**src/rtl/tdc_pkg.sv**
```systemverilog
// rtl/tdc_pkg.sv - shared constants and state encoding for the MONHIT ToT TDC
// State OUT_TS exists only when MONHIT_TDC_TIMESTAMP_EN is defined.
package tdc_pkg;

  localparam int HDR_W   = 4;
  localparam int TOT_W   = 12;
  localparam int EVENT_W = 16;
  localparam int TS_W    = 28;
  localparam int WORD_W  = HDR_W + EVENT_W + TOT_W;

  localparam logic [HDR_W-1:0] TOT_HEADER_DEF = 4'h4;
  localparam logic [HDR_W-1:0] TS_HEADER_DEF  = 4'h5;

  localparam logic [TOT_W-1:0] TOT_MAX  = {TOT_W{1'b1}};
  localparam logic [7:0]       MISS_MAX = 8'hFF;

  typedef enum logic [1:0] {
    ST_IDLE    = 2'd0,
    ST_HIGH    = 2'd1,
`ifdef MONHIT_TDC_TIMESTAMP_EN
    ST_OUT_TS  = 2'd2,
`endif
    ST_OUT_TOT = 2'd3
  } state_t;

endpackage

```
**src/rtl/monhit_sync.sv**
```systemverilog
// rtl/monhit_sync.sv - 2-FF synchronizer for the MONHIT pulse with edge detection
// level is the synchronized signal; rise/fall are one-cycle pulses on its edges.
module monhit_sync (
  input  logic clk,
  input  logic rst,
  input  logic async_in,
  output logic level,
  output logic rise,
  output logic fall
);

  logic meta;
  logic sync;
  logic prev;

  always_ff @(posedge clk) begin
    if (rst) begin
      meta <= 1'b0;
      sync <= 1'b0;
      prev <= 1'b0;
    end else begin
      meta <= async_in;
      sync <= meta;
      prev <= sync;
    end
  end

  assign level = sync;
  assign rise  = sync & ~prev;
  assign fall  = ~sync & prev;

endmodule

```
**src/rtl/monhit_tot_tdc.sv**
```systemverilog
// rtl/monhit_tot_tdc.sv - time-over-threshold measurement of MONHIT into 32-bit FIFO words
// Macro MONHIT_TDC_TIMESTAMP_EN adds a timestamp word ahead of every ToT word.
module monhit_tot_tdc
  import tdc_pkg::*;
#(
  parameter logic [HDR_W-1:0] HEADER    = TOT_HEADER_DEF,
  parameter logic [HDR_W-1:0] TS_HEADER = TS_HEADER_DEF
) (
  input  logic              BUS_CLK,
  input  logic              BUS_RST,
  input  logic              MONHIT,
  input  logic              ENABLE,
  output logic [WORD_W-1:0] DATA,
  output logic              DATA_VALID,
  input  logic              DATA_READ,
  output logic [7:0]        MISS_CNT,
  output logic              BUSY
);

  if (HEADER == TS_HEADER) begin : g_header_check
    $error("HEADER and TS_HEADER must differ");
  end

  state_t state, state_next;

  logic               hit_level, hit_rise, hit_fall;
  logic [1:0]         settle_cnt;
  logic               armed;
  logic               start, miss;
  logic [TOT_W-1:0]   tot_cnt;
  logic [EVENT_W-1:0] event_cnt;
  logic [WORD_W-1:0]  data_q;
  logic [7:0]         miss_q;

  monhit_sync u_sync (
    .clk      (BUS_CLK),
    .rst      (BUS_RST),
    .async_in (MONHIT),
    .level    (hit_level),
    .rise     (hit_rise),
    .fall     (hit_fall)
  );

  // Arm only after the synchronizer has settled and seen MONHIT low, so a pulse
  // already high when reset releases never yields a partial ToT.
  always_ff @(posedge BUS_CLK) begin
    if (BUS_RST) begin
      settle_cnt <= 2'd0;
      armed      <= 1'b0;
    end else begin
      if (settle_cnt != 2'd2)
        settle_cnt <= settle_cnt + 2'd1;
      if (settle_cnt == 2'd2 && !hit_level)
        armed <= 1'b1;
    end
  end

  assign start = armed && hit_rise && ENABLE && (state == ST_IDLE);
  assign miss  = armed && hit_rise && !start;

  always_ff @(posedge BUS_CLK) begin
    if (BUS_RST)
      state <= ST_IDLE;
    else
      state <= state_next;
  end

  always_comb begin
    state_next = state;
    case (state)
      ST_IDLE:    if (start) state_next = ST_HIGH;
`ifdef MONHIT_TDC_TIMESTAMP_EN
      ST_HIGH:    if (hit_fall) state_next = ST_OUT_TS;
      ST_OUT_TS:  if (DATA_READ) state_next = ST_OUT_TOT;
`else
      ST_HIGH:    if (hit_fall) state_next = ST_OUT_TOT;
`endif
      ST_OUT_TOT: if (DATA_READ) state_next = ST_IDLE;
      default:    state_next = ST_IDLE;
    endcase
  end

  always_comb begin
    BUSY       = (state != ST_IDLE);
    DATA_VALID = (state == ST_OUT_TOT);
`ifdef MONHIT_TDC_TIMESTAMP_EN
    if (state == ST_OUT_TS)
      DATA_VALID = 1'b1;
`endif
  end

`ifdef MONHIT_TDC_TIMESTAMP_EN
  logic [TS_W-1:0]   ts_cnt;
  logic [TS_W-1:0]   ts_lat;
  logic [WORD_W-1:0] tot_word;

  always_ff @(posedge BUS_CLK) begin
    if (BUS_RST) begin
      ts_cnt   <= '0;
      ts_lat   <= '0;
      tot_word <= '0;
    end else begin
      ts_cnt <= ts_cnt + 1'b1;
      if (start)
        ts_lat <= ts_cnt;
      if (state == ST_HIGH && hit_fall)
        tot_word <= {HEADER, event_cnt, tot_cnt};
    end
  end
`endif

  always_ff @(posedge BUS_CLK) begin
    if (BUS_RST) begin
      tot_cnt   <= '0;
      event_cnt <= '0;
      miss_q    <= '0;
      data_q    <= '0;
    end else begin
      if (start)
        tot_cnt <= {{(TOT_W-1){1'b0}}, 1'b1};
      else if (state == ST_HIGH && hit_level && tot_cnt != TOT_MAX)
        tot_cnt <= tot_cnt + 1'b1;

      if (miss && miss_q != MISS_MAX)
        miss_q <= miss_q + 8'd1;

      if (state == ST_HIGH && hit_fall) begin
`ifdef MONHIT_TDC_TIMESTAMP_EN
        data_q <= {TS_HEADER, ts_lat};
`else
        data_q <= {HEADER, event_cnt, tot_cnt};
`endif
      end

`ifdef MONHIT_TDC_TIMESTAMP_EN
      if (state == ST_OUT_TS && DATA_READ)
        data_q <= tot_word;
`endif

      if (state == ST_OUT_TOT && DATA_READ)
        event_cnt <= event_cnt + 1'b1;
    end
  end

  assign DATA     = data_q;
  assign MISS_CNT = miss_q;

endmodule

```
**config.mk**
```make
export PLATFORM = sky130hd
export DESIGN_NAME = monhit_tot_tdc
export DESIGN_NICKNAME = d
export VERILOG_FILES = /design/src/rtl/tdc_pkg.sv /design/src/rtl/monhit_sync.sv /design/src/rtl/monhit_tot_tdc.sv
export SDC_FILE = /design/constraint.sdc
export NUM_CORES = 1
export LEC_CHECK = 0
export ABC_AREA = 1
export CORE_ASPECT_RATIO = 0.75
export CORE_UTILIZATION = 58
export DETAILED_ROUTE_END_ITERATION = 10
export PLACE_DENSITY = 0.84
export SLEW_MARGIN = 15
export SYNTH_ARGS = -nofsm -noshare
export SYNTH_HDL_FRONTEND = slang
export SYNTH_SLANG_ARGS = --single-unit
```
**constraint.sdc**
```tcl
create_clock -name BUS_CLK -period 2.6 [get_ports BUS_CLK]
set_input_delay 0.52 -clock BUS_CLK [delete_from_list [all_inputs] [get_ports BUS_CLK]]
set_output_delay 0.52 -clock BUS_CLK [all_outputs]
set_load 0.1 [all_outputs]
```
==> results.md, run 1 <==
* Total GRT Usage at 25.1%
* Number of synthesized register bits at 73
* Yosys warns at 0
* Layout area overhead at 16.6%
* Hold path start: u_sync.meta
* 1st-pass router iterations at 5
* Setup_tns at 0 ns
* Part of the cycle the worst path needs at 70.4%
* Worst R2R Setup Slack at 0.84 ns
* WS Path Type: reg -> out
* WL/cell at approximately 12 µm
* Die Area at 5930 µm²
* Achievable frequency at 0.546 GHz
* First-pass GRT wire length at 11.2 mm
* Final slew viol count at 0
* Tmin final at approximately 1.8 ns
* Status: finished clean
* Chip width at just under 90 µm
* DRT iter0 DRCs at 198
* Synth Area in Adders at 1.53%
* Clock transition at the registers of the reported paths at 0.07 ns
* Worst slew margin at roughly two thirds
* Crit start category: flop
* Vias per inst at 5.10
* Synth Area in Simple Gates at 29.2%
* Total clock sinks at 73
* VDD IR-drop max at between 0.3 and 0.4 mV
* CP Data Arrival Time at 1.31 ns
* Drc violations at 0
* Worst r2r dst: tot_cnt[1]
* Sequential share of the synthesized area at 44.8%
* Via Count at 2892
* Crit path max fanout at 5
* Core area at ~5400 µm²
* Synth Area in Compound Gates at 13.6%
* Hold WC Path Type: reg -> reg
* Final HPWL DP at ~4.8 mm
* Htree depth at 3
* Rows at 23
* N_diodes at 0
* R2r worst-path depth at 8
* WL final at 6.73 mm
* Critical path data required time at 2.08 ns
* Mapped Avg Cell Area at 7.35 µm²
* CTS Root Cell: clkbuf_8
* TritonCTS clock tree: yes
* I/O pin count at 47
* Post CTS Setup Buffer Count at 0
* Gpl congestion at about 0.83
* Routed Antenna Nets at 0
* Hold EP: u_sync.level
* Synthesized cell area at 3260 µm²
* Starting Density at 60.6%
* Main combinational cell family by area after synthesis: simple AND/OR/NAND/NOR gates
* Vias in the first global route at roughly 2500
* Post-layout nets at 497
* GRT overflow at 0
* Post-synthesis mux area share at 0%
* Least-Margin Pin Slew at roughly 0.51 ns
* Final hold violation count at 0
* Share of layout cells above drive strength 1 at 16.1%
* Post-synthesis cell count at around 440
* Cts hold-fix bufs at 0
* PostCTS Resize Cnt at 0
* Total CTS buffers at 9
* Antenna violations before repair at 0
* Hold Slack at 0.416 ns
* Synth Area in XOR/XNOR at 1.61%
* Max-Cap Viols at 0
* Synth unique cells at 32
* R2r startpoint: tot_cnt[1]
* Hold depth at 2
* Port Buf Inserts at between 40 and 50
* Commonest non-fill, non-tap cell in the layout: nor2_1
* Worst-Skew Late Latency at 0.35 ns
* Final setup violation count at 0
* Die height at 66.9 µm
* PwrDens at between 500 and 600 nW/µm²
* Leak Pwr at 1.69 nW
* Worst clock skew at 0.00409 ns
* RSZ-0062 raised after global routing: no
* Largest net degree at the start of global routing at 35
* Clock Tree Buf Depth at 2
* Setup crit end kind: output pin
* Commonest cells after routing, fill and taps aside: nor2_1, nand2_1, dfxtp_1
Yosys cell counts:
library cell	count	area, µm²
dfxtp_1	73	1460
clkbuf_1	6	22.5
nor3_1	7	35.0
nor2_4	2	22.5
o21bai_2	2	22.5
nand3_2	1	10.0
buf_2	2	10.0
nand3_4	2	35.0
inv_2	5	18.8
and3_1	1	6.26
nand4_1	12	75.1
a221oi_1	1	8.76
ha_1	4	50.1
a21oi_1	37	185
inv_1	46	173
buf_4	7	52.6
nand3_1	19	95.1
buf_6	2	22.5
a31oi_1	1	6.26
nand2_1	75	282
xor2_1	5	43.8
nor2_2	4	25.0
conb_1	1	3.75
nor2_1	81	304
o21ai_1	2	10.0
o21ai_0	39	195
nand2_4	2	22.5
nor2_8	1	20.0
nand4_2	1	12.5
a21oi_4	1	16.3
nand2_2	1	6.26
xnor2_1	1	8.76
worst max-delay path by stage:
stage / start / end / depth (start not counted)
3_3_place_gp: BUS_RST / DATA[20] / 5
2_1_floorplan: MISS_CNT[0] / MISS_CNT[2] / 8
4_1_cts: state[1] / BUSY / 3
6_report: state[1] / BUSY / 3
3_5_place_dp: BUS_RST / DATA[24] / 5
5_1_grt: state[1] / BUSY / 3
power by group:
part / total [W] / switching [W] / internal [W]
Combinational: 0.000124 / 0.0000871 / 0.0000365
Sequential: 0.00115 / 0.0000101 / 0.00114
Clock: 0.000826 / 0.000392 / 0.000433
stage by stage:
stage / power [W] / utilization, % / std cells / instance area [µm²] / setup slack [ns]
finish: 0.00210 / 70.7 / 567 / 3800 / 0.770
global route: 0.00217 / 70.7 / 567 / 3800 / 0.711
CTS: 0.00211 / 70.7 / 567 / 3800 / 0.769
detailed placement: 0.00130 / 67.4 / 552 / 3630 / 0.479
global placement: 0.00129 / 67.4 / 552 / 3630 / 0.618
floorplan: 0.00127 / - / 446 / 3270 / 0.551
sequential cells by signal (all words and copies together) (netlist names):
| signal | count |
|---|---|
| u_sync.prev | 1 |
| DATA | 29 |
| state | 2 |
| u_sync.meta | 1 |
| event_cnt | 16 |
| settle_cnt | 2 |
| MISS_CNT | 8 |
| u_sync.level | 1 |
| tot_cnt | 12 |
| armed | 1 |
metal layers:
layer | up-vias | part of all wire (%) | global-route usage, %
li1 | 1511 | - | -
met1 | 1287 | 50 | 34.0
met2 | 82 | 44 | 37.2
met3 | 12 | 4.8 | 5.45
met4 | 0 | 1.8 | 13.1
met5 | - | 0 | 0
area by class of cell:
class / instances / area [µm²]
repair buffers: 48 / 370
inverters: 51 / 191
multi-input cells: 305 / 1510
clock inverters: 4 / 45.0
clock buffers: 11 / 131
fillers: 452 / 1580
flip-flops and latches: 73 / 1460
well taps: 75 / 93.8
worst max-delay path, stage by stage (launching register included):
cell and delay, ns:
dfxtp_1 0.38, nor2_2 0.26, inv_1 0.08, buf_4 0.24
logic make-up (layout without fill, tap and decap cells):
logic type / after synthesis / in the layout
AOI/OAI and AO/OA: 83 / 83
adders and majority gates: 4 / 4
xor gates and xnor gates: 6 / 6
DFF: 73 / 73
other: 1 / 3
and+or+nand+nor: 209 / 209
buffers and inverters: 68 / 114
No activity file was read; power rests on OpenSTA's default activity.
==> run 2, diff against run 1 <==
--- a/config.mk
+++ b/config.mk
@@ -7,9 +7,9 @@
 export LEC_CHECK = 0
 export ABC_AREA = 1
 export CORE_ASPECT_RATIO = 0.75
-export CORE_UTILIZATION = 58
+export CORE_UTILIZATION = 54
 export DETAILED_ROUTE_END_ITERATION = 10
-export PLACE_DENSITY = 0.84
+export PLACE_DENSITY = 0.79
 export SLEW_MARGIN = 15
 export SYNTH_ARGS = -nofsm -noshare
 export SYNTH_HDL_FRONTEND = slang
==> constraint.sdc (replaced) <==
create_clock -name BUS_CLK -period 1.81 [get_ports BUS_CLK]
set_input_delay 0.362 -clock BUS_CLK [delete_from_list [all_inputs] [get_ports BUS_CLK]]
set_output_delay 0.362 -clock BUS_CLK [all_outputs]
set_load 0.1 [all_outputs]
==> results.md, run 2 (synthesized netlist as in run 1, its figures left out) <==
* Status: finished clean
* N_diodes at 0
* Post-Route M1 WL at 3.38 mm
* Reg area at 1460 µm²
* Vias in the first global route at 2795
* Htree depth at 3
* Achievable frequency at 0.603 GHz
* Clock power share at 40.3%
* Rows at 24
* WL final at around 7.3 mm
* Routed Antenna Nets at 0
* Starting Density at 56.0%
* Fill count at 436
* Crit start category: flop
* Gpl congestion at ~0.87
* Critical path's top delay family: flip-flops
* Total GRT Usage at 24.9%
* Final hold violation count at 0
* Final slew viol count at 0
* CTS Root Cell: clkbuf_8
* Worst clock skew at 0.0107 ns
* GRT overflow at 0
* Die height at 69.3 µm
* Max-Cap Viols at 0
* 1st-pass router iterations at 5
* Setup crit end kind: output pin
* Clock Tree Buf Depth at 2
* Commonest non-fill, non-tap cell in the layout: nor2_1
* Drc violations at 0
* Share of layout cells above drive strength 1 at about 17%
* Final HPWL DP at ~5.3 mm
* Largest net degree at the start of global routing at 39
* Tmin final at 1.66 ns
* Chip width at around 90 µm
* Layout area overhead at 33.8%
* VDD IR-drop max at 0.652 mV
* Met3 WL at 444 µm
* Antenna violations before repair at 0
* Multi-input gate area at between 1500 and 2000 µm²
* Core area at 5830 µm²
* Leak Pwr at roughly 1.8 nW
* Port Buf Inserts at 43
* PwrDens at between 700 and 800 nW/µm²
* Dpl ws at approximately 0.091 ns
* Largest register FFs at 29
* Switching Fraction at around 24%
* Pint at 0.00233 W
* WS Path Type: reg -> out
* Clock transition at the registers of the reported paths at 0.07 ns
* Critical path data required time at 1.45 ns
* Met2 wire length at around 3.4 mm
* Setup_tns at 0 ns
* Commonest cells after routing, fill and taps aside: nor2_1, nand2_1, dfxtp_1
* RSZ-0062 raised after global routing: no
* WL/cell at around 13 µm
* Post-layout nets at 501
* Die Area at approximately 6400 µm²
* CP Data Arrival Time at 1.30 ns
* Via Count at 3004
* Design Power at 0.00308 W
* Crit path max fanout at 5
* Worst R2R Setup Slack at 0.31 ns
* DRT iter0 DRCs at 190
* Hold WC Path Type: reg -> reg
* Crit path buf inv count at 2
* Cts hold-fix bufs at 0
* Post CTS Setup Buffer Count at 0
* Final worst setup slack at 0.152 ns
* Uppermost layer routed: met4
* First-pass GRT wire length at 12.5 mm
* Crit path cell chain: nor2_2, inv_1, buf_12
* Total clock sinks at 73
* TritonCTS clock tree: yes
* Max stage delay on crit path at 0.37 ns
* Combinational share of power at 6.2%
* PostCTS Resize Cnt at 0
* Slowest CP cell: dfxtp_1
* Power share of the sequential group at a little over half
* Part of the cycle the worst path needs at about nine tenths
* Total CTS buffers at 9
* Final setup violation count at 0
* Worst-Skew Late Latency at approximately 0.36 ns
* Finished Cell Area at 4360 µm²
* Vias per inst at between 5 and 6
* I/O pin count at 47
* Placed Area at approximately 4200 µm²
* Net switching power at 0.000749 W
## run 2: cell types whose count changed in the layout (fill, tap and decap cells not counted), sizes merged
cell / previous run / this run
buf: 44 / 48
clkinvlp: 0 / 1
## run 2: area by class of cell
type / instances / share of cell area [%]
Sequential cell: 73 / 33.6
Multi-Input combinational cell: 305 / 34.6
Tap cell: 78 / 2.24
Clock inverter: 5 / 1.29
Inverter: 51 / 4.39
Clock buffer: 11 / 3.01
Timing Repair Buffer: 52 / 20.9
## run 2: power groups by stage
stage / Sequential, W / Combinational [W] / Clock, W
final: 0.00165 / 0.000190 / 0.00124
after CTS: 0.00165 / 0.000192 / 0.00126
after detailed placement: 0.00169 / 0.000191 / 0
after global routing: 0.00165 / 0.000218 / 0.00134
after global placement: 0.00168 / 0.000183 / 0
after floorplan: 0.00169 / 0.000136 / 0
## run 2: routing by layer
| layer | vias up | global-route usage (%) |
|---|---|---|
| li1 | 1525 | - |
| met1 | 1374 | 31.4 |
| met2 | 92 | 38.8 |
| met3 | 13 | 9.32 |
| met4 | 0 | 9.90 |
| met5 | - | 0 |
## run 2: through the flow
| step | util (%) | hold slack (ns) | instances |
|---|---|---|---|
| floorplan | - | 0.388 | 446 |
| CTS | 74.9 | 0.413 | 575 |
| global placement | 71.7 | 0.392 | 559 |
| global route | 74.9 | 0.444 | 575 |
| finish | 74.9 | 0.410 | 575 |
| detailed placement | 71.7 | 0.400 | 559 |
## run 2: path summary, 6_finish.rpt
kind,start,to,depth (start not counted)
max,state[1],BUSY,3
min,u_sync.meta,u_sync.level,2
max reg2reg,tot_cnt[0],tot_cnt[1],8
min reg2reg,u_sync.meta,u_sync.level,2
## run 2: worst min-delay path: cells and delay by family, from the launching register on
kind / cells / cell delay (ns)
flip-flops: 1 / 0.30
buffers and inverters: 1 / 0.04
AND/OR/NAND/NOR: 1 / 0.03
